==> src/rtl/fifo_pkg.sv <==
// Shared types and sizing helpers for the parametrised single-clock FIFO family.
package fifo_pkg;

  typedef enum logic {
    FIFO_STD  = 1'b0,
    FIFO_FWFT = 1'b1
  } read_mode_e;

  // Occupancy needs one extra bit so that a completely full FIFO is representable.
  function automatic int unsigned cnt_width(input int unsigned depth);
    return $clog2(depth) + 1;
  endfunction

endpackage

==> src/rtl/fifo_mem_2p.sv <==
// Simple dual-port storage: synchronous write port, asynchronous read port.
module fifo_mem_2p #(
  parameter int unsigned DATA_WIDTH = 16,
  parameter int unsigned DEPTH      = 8,
  localparam int unsigned ADDR_W    = $clog2(DEPTH)
) (
  input  logic                  clk,
  input  logic                  we,
  input  logic [ADDR_W-1:0]     waddr,
  input  logic [DATA_WIDTH-1:0] wdata,
  input  logic [ADDR_W-1:0]     raddr,
  output logic [DATA_WIDTH-1:0] rdata
);

  logic [DATA_WIDTH-1:0] mem [DEPTH];

  always_ff @(posedge clk) begin
    if (we) begin
      mem[waddr] <= wdata;
    end
  end

  assign rdata = mem[raddr];

endmodule

==> src/rtl/sync_fifo_prog.sv <==
// Parametrised single-clock FIFO with standard or first-word-fall-through read,
// programmable almost-full/almost-empty levels and an occupancy count.
module sync_fifo_prog
  import fifo_pkg::*;
#(
  parameter int unsigned  DATA_WIDTH = 16,
  parameter int unsigned  FIFO_DEPTH = 8,
  parameter int unsigned  AF_LEVEL   = FIFO_DEPTH - 1,
  parameter int unsigned  AE_LEVEL   = 1,
  parameter read_mode_e   READ_MODE  = FIFO_STD,
  localparam int unsigned CNT_W      = cnt_width(FIFO_DEPTH)
) (
  input  logic                  clk,
  input  logic                  rst,
  input  logic                  wr_en,
  input  logic                  rd_en,
  input  logic [DATA_WIDTH-1:0] data_in,
  output logic [DATA_WIDTH-1:0] data_out,
  output logic                  data_valid,
  output logic                  wr_ack,
  output logic                  overflow,
  output logic                  underflow,
  output logic                  full,
  output logic                  empty,
  output logic                  almostfull,
  output logic                  almostempty,
  output logic [CNT_W-1:0]      count
);

  localparam int unsigned PTR_W = $clog2(FIFO_DEPTH);
  localparam logic [CNT_W-1:0] FULL_CNT = CNT_W'(FIFO_DEPTH);
  localparam logic [CNT_W-1:0] AF_CNT   = CNT_W'(AF_LEVEL);
  localparam logic [CNT_W-1:0] AE_CNT   = CNT_W'(AE_LEVEL);

  if ((FIFO_DEPTH < 4) || ((FIFO_DEPTH & (FIFO_DEPTH - 1)) != 0)) begin : g_bad_depth
    $fatal(1, "sync_fifo_prog: FIFO_DEPTH must be a power of two and >= 4");
  end
  if (AF_LEVEL > FIFO_DEPTH) begin : g_bad_af
    $fatal(1, "sync_fifo_prog: AF_LEVEL must not exceed FIFO_DEPTH");
  end
  if (AE_LEVEL >= AF_LEVEL) begin : g_bad_ae
    $fatal(1, "sync_fifo_prog: AE_LEVEL must be below AF_LEVEL");
  end

  logic [PTR_W-1:0]      wr_ptr;
  logic [PTR_W-1:0]      rd_ptr;
  logic [DATA_WIDTH-1:0] rdata;
  logic                  wr_go;
  logic                  rd_go;

  assign wr_go = wr_en & ~full;
  assign rd_go = rd_en & ~empty;

  assign full        = (count == FULL_CNT);
  assign empty       = (count == '0);
  assign almostfull  = (count >= AF_CNT);
  assign almostempty = (count != '0) && (count <= AE_CNT);

  // Write enable is masked during reset so a request in the reset cycle leaves memory untouched.
  fifo_mem_2p #(
    .DATA_WIDTH (DATA_WIDTH),
    .DEPTH      (FIFO_DEPTH)
  ) u_mem (
    .clk   (clk),
    .we    (wr_go & ~rst),
    .waddr (wr_ptr),
    .wdata (data_in),
    .raddr (rd_ptr),
    .rdata (rdata)
  );

  always_ff @(posedge clk) begin
    if (rst) begin
      wr_ptr    <= '0;
      rd_ptr    <= '0;
      count     <= '0;
      wr_ack    <= 1'b0;
      overflow  <= 1'b0;
      underflow <= 1'b0;
    end else begin
      if (wr_go) begin
        wr_ptr <= wr_ptr + PTR_W'(1);
      end
      if (rd_go) begin
        rd_ptr <= rd_ptr + PTR_W'(1);
      end
      case ({wr_go, rd_go})
        2'b10:   count <= count + CNT_W'(1);
        2'b01:   count <= count - CNT_W'(1);
        default: count <= count;
      endcase
      wr_ack    <= wr_go;
      overflow  <= wr_en & full;
      underflow <= rd_en & empty;
    end
  end

  if (READ_MODE == FIFO_STD) begin : g_std
    always_ff @(posedge clk) begin
      if (rst) begin
        data_out   <= '0;
        data_valid <= 1'b0;
      end else if (rd_go) begin
        data_out   <= rdata;
        data_valid <= 1'b1;
      end else begin
        data_valid <= 1'b0;
      end
    end
  end else begin : g_fwft
    // Head word is presented directly; masked while empty so reset shows a zero word.
    assign data_out   = empty ? '0 : rdata;
    assign data_valid = ~empty;
  end

endmodule

==> config.mk <==
export PLATFORM = sky130hd
export DESIGN_NAME = sync_fifo_prog
export DESIGN_NICKNAME = d
export VERILOG_FILES = /design/src/rtl/fifo_pkg.sv /design/src/rtl/fifo_mem_2p.sv /design/src/rtl/sync_fifo_prog.sv
export SDC_FILE = /design/constraint.sdc
export NUM_CORES = 1
export LEC_CHECK = 0
export BUFFER_PORTS_ARGS = -buffer_cell sky130_fd_sc_hd__buf_2
export CORE_UTILIZATION = 35
export DETAILED_ROUTE_END_ITERATION = 7
export PLACE_DENSITY_LB_ADDON = 0.25
export SLEW_MARGIN = 20
export SYNTH_ARGS = -nofsm -noshare
export SYNTH_HDL_FRONTEND = slang
export SYNTH_SLANG_ARGS = --single-unit
export TNS_END_PERCENT = 10
==> constraint.sdc <==
create_clock -name clk -period 6.63 [get_ports clk]
set_input_delay 0.663 -clock clk [delete_from_list [all_inputs] [get_ports clk]]
set_output_delay 0.663 -clock clk [all_outputs]
set_load 0.01 [all_outputs]
==> results.cfg <==
[route]
wl_um = 12500
drc = 0
avgRoutedWirePerCell_um = 19.4
first_iter_violations = 260
dr.pass1.iters = 4
antenna_left = 0
vias = 3238
vias_per_cell = 5.00

[finish]
final_common_cell = edfxtp_1
area_growth_pct = 17.1
layout_common_cells = edfxtp_1 (128), mux2i_1 (65), buf_2 (47), a22oi_1 (32), dfxtp_1 (29)
antenna-diode-count = 0
final_area_um2 = 7090
multi_input_area_um2 = 1490
drive_gt1_share_pct = 22.0
fillers = 1521
fin_nets = 441
ff_latch_area_um2 = 4450

[clocking]
cts_made_buffers = 17
clk_pin_slew_worst_paths_ps = 60
clockBufferDepth = 2
cts_max_level = 4
cts_tree = yes
clock_sinks = 158
cts_root_buf = clkbuf_16
cts_hold_buf = 0
postCtsResizedCells = 0
post_cts_buffers = 0
clk_latency_ps = 420

[sta]
drv_slew = 0
finalSetupViolations = 0
setup-tns-final_ps = 0
hold_ws_ps = 461
rsz0062_at_grt = false
maxSlewHeadroom_pct = 25.3
fin_crit_sh_pct = 37.8
fmax_mhz = 399
fin_crit_ps = 2510
worst_slew_pin_slew_ps = 1120
finClkSkew_ps = 7.63
timing.final.hold_violations = 0

[global_route]
grt_antenna_before_repair = 0
grt_max_degree = 44
grt_pass1_wl_um = 19000
grt.total_usage_pct = 14.9
grt.overflow.total = 0
grt_pass1_vias = 3277

[power_and_ir_drop]
p_total_w = 0.00261
ir_drop_mv = 0.200
p_int_w = 0.00190
p_sw_w = 0.000713
power_density_nw_per_um2 = 368
clockPowerShare_pct = 34.8
power.share.sequential_pct = 46.3
swShare_pct = 27.3
p_leak_nw = 2.42
p_comb_share_pct = 18.9

[logic_synthesis]
syn_nets = 384
synth-edff-count = 128
syn_inst = 358
ys_ff_latch = 158
syn_area_um2 = 6050
syn_area_per_cell_um2 = 16.9
synthFlopType = edfxtp_1
synth_cell_types = 38
seq_area_frac_synth_pct = 73.4
synthArstFlopShare_pct = 0
ys_warn_count = 0

[place]
place_area_um2 = 6530
dp_hpwl_um = 7000
gp_congestion = 0.715
portBuffers = 47

[setup_path]
path_class = flip-flop to flip-flop
crit_arrival_ps = 2630
worst_setup_path_start_kind = flip-flop
path_max_fanout = 9
crit_required_ps = 6750
crit_path_end_kind = flip-flop

[die]
ios = 48
dieArea_um2 = 17800
core-area_um2 = 16800
rows = 47
die_h_um = 133
die_x_um = 133
start_util_pct = 36.1

[job]
maxCapViolCount = 0

[min_path]
hold_path.class = flip-flop to flip-flop

[outcome]
outcome = finished clean
## final cells by class
type / instances / area share (%)
repair buffers: 56 / 4.27
inverters: 5 / 0.265
clock inverters: 9 / 1.24
well taps: 220 / 3.88
multi-input cells: 177 / 21.0
flip-flops and latches: 158 / 62.8
clock buffers: 23 / 6.60
## registers in the layout, indices dropped and copies added, names as in the netlist
name and flops:
u_mem.mem 128, data_out 16, count 4, rd_ptr 3, wr_ptr 3, data_valid 1, overflow 1, underflow 1
wr_ack 1
## critical path, stage by stage, from the launching register on
cell,delay [ps]
dfxtp_1,440
inv_1,70
ha_1,230
nand3b_1,200
and3b_1,230
nand2b_1,120
nor2_1,600
buf_4,320
## cell families (layout without fill, tap and decap cells)
kind of cell	count (synthesis)	count (layout)	share of synthesized area (%)
buf+inv	23	93	2.27
fa+ha+maj	6	6	1.24
mux	65	65	10.8
flops	158	158	73.4
compound gates	56	56	7.57
xor+xnor	7	7	1.01
simple gates	43	43	3.72
## metal layers
metal	part of all wire (%)	GRT usage (%)	vias up	wire (um)
li1	-	-	1526	-
met1	44	18.5	1621	5560
met2	50	24.5	75	6240
met3	4.2	3.65	16	528
met4	1.7	7.20	0	213
met5	0	0	-	0
## worst paths after layout
kind / from / to / slack, ps / cells past startpoint
worst max-delay path: count[0] / u_mem.mem[2][15] / 4120 / 7
worst min-delay path: data_out[10] / data_out[10] / 460 / 1
worst max register to register: count[0] / u_mem.mem[2][15] / 4120 / 7
worst min register to register: data_out[10] / data_out[10] / 460 / 1
## metrics by stage
stage | cells | worst slack, ps | util, %
floorplan | 358 | 3860 | -
global placement | 616 | 4100 | 39.0
detailed placement | 616 | 4030 | 39.0
CTS | 648 | 4040 | 42.3
global route | 648 | 3860 | 42.3
finish | 648 | 4120 | 42.3
## synth_stat cells, types with 2 or more instances
cell type	n	area [um^2]
a21oi_1	4	20.0
a22oi_1	32	240
a32o_1	15	150
buf_2	6	30.0
buf_4	4	30.0
buf_6	3	33.8
clkbuf_1	2	7.51
clkbuf_2	2	10.0
dfxtp_1	30	601
edfxtp_1	128	3840
ha_1	6	75.1
inv_1	4	15.0
mux2i_1	65	651
nand2_1	6	22.5
nand2b_1	4	25.0
nand3_1	4	20.0
nor2_1	15	56.3
nor2b_1	2	12.5
nor3_1	2	10.0
xor2_1	6	52.6
## power groups by stage
stage | clock network [W] | registers [W] | logic (W)
floorplan | 0 | 0.00121 | 0.000391
global placement | 0 | 0.00123 | 0.000490
detailed placement | 0 | 0.00123 | 0.000499
CTS | 0.000928 | 0.00121 | 0.000501
global route | 0.000966 | 0.00122 | 0.000537
finish | 0.000910 | 0.00121 | 0.000492
Power figures use the tool's default switching activity.
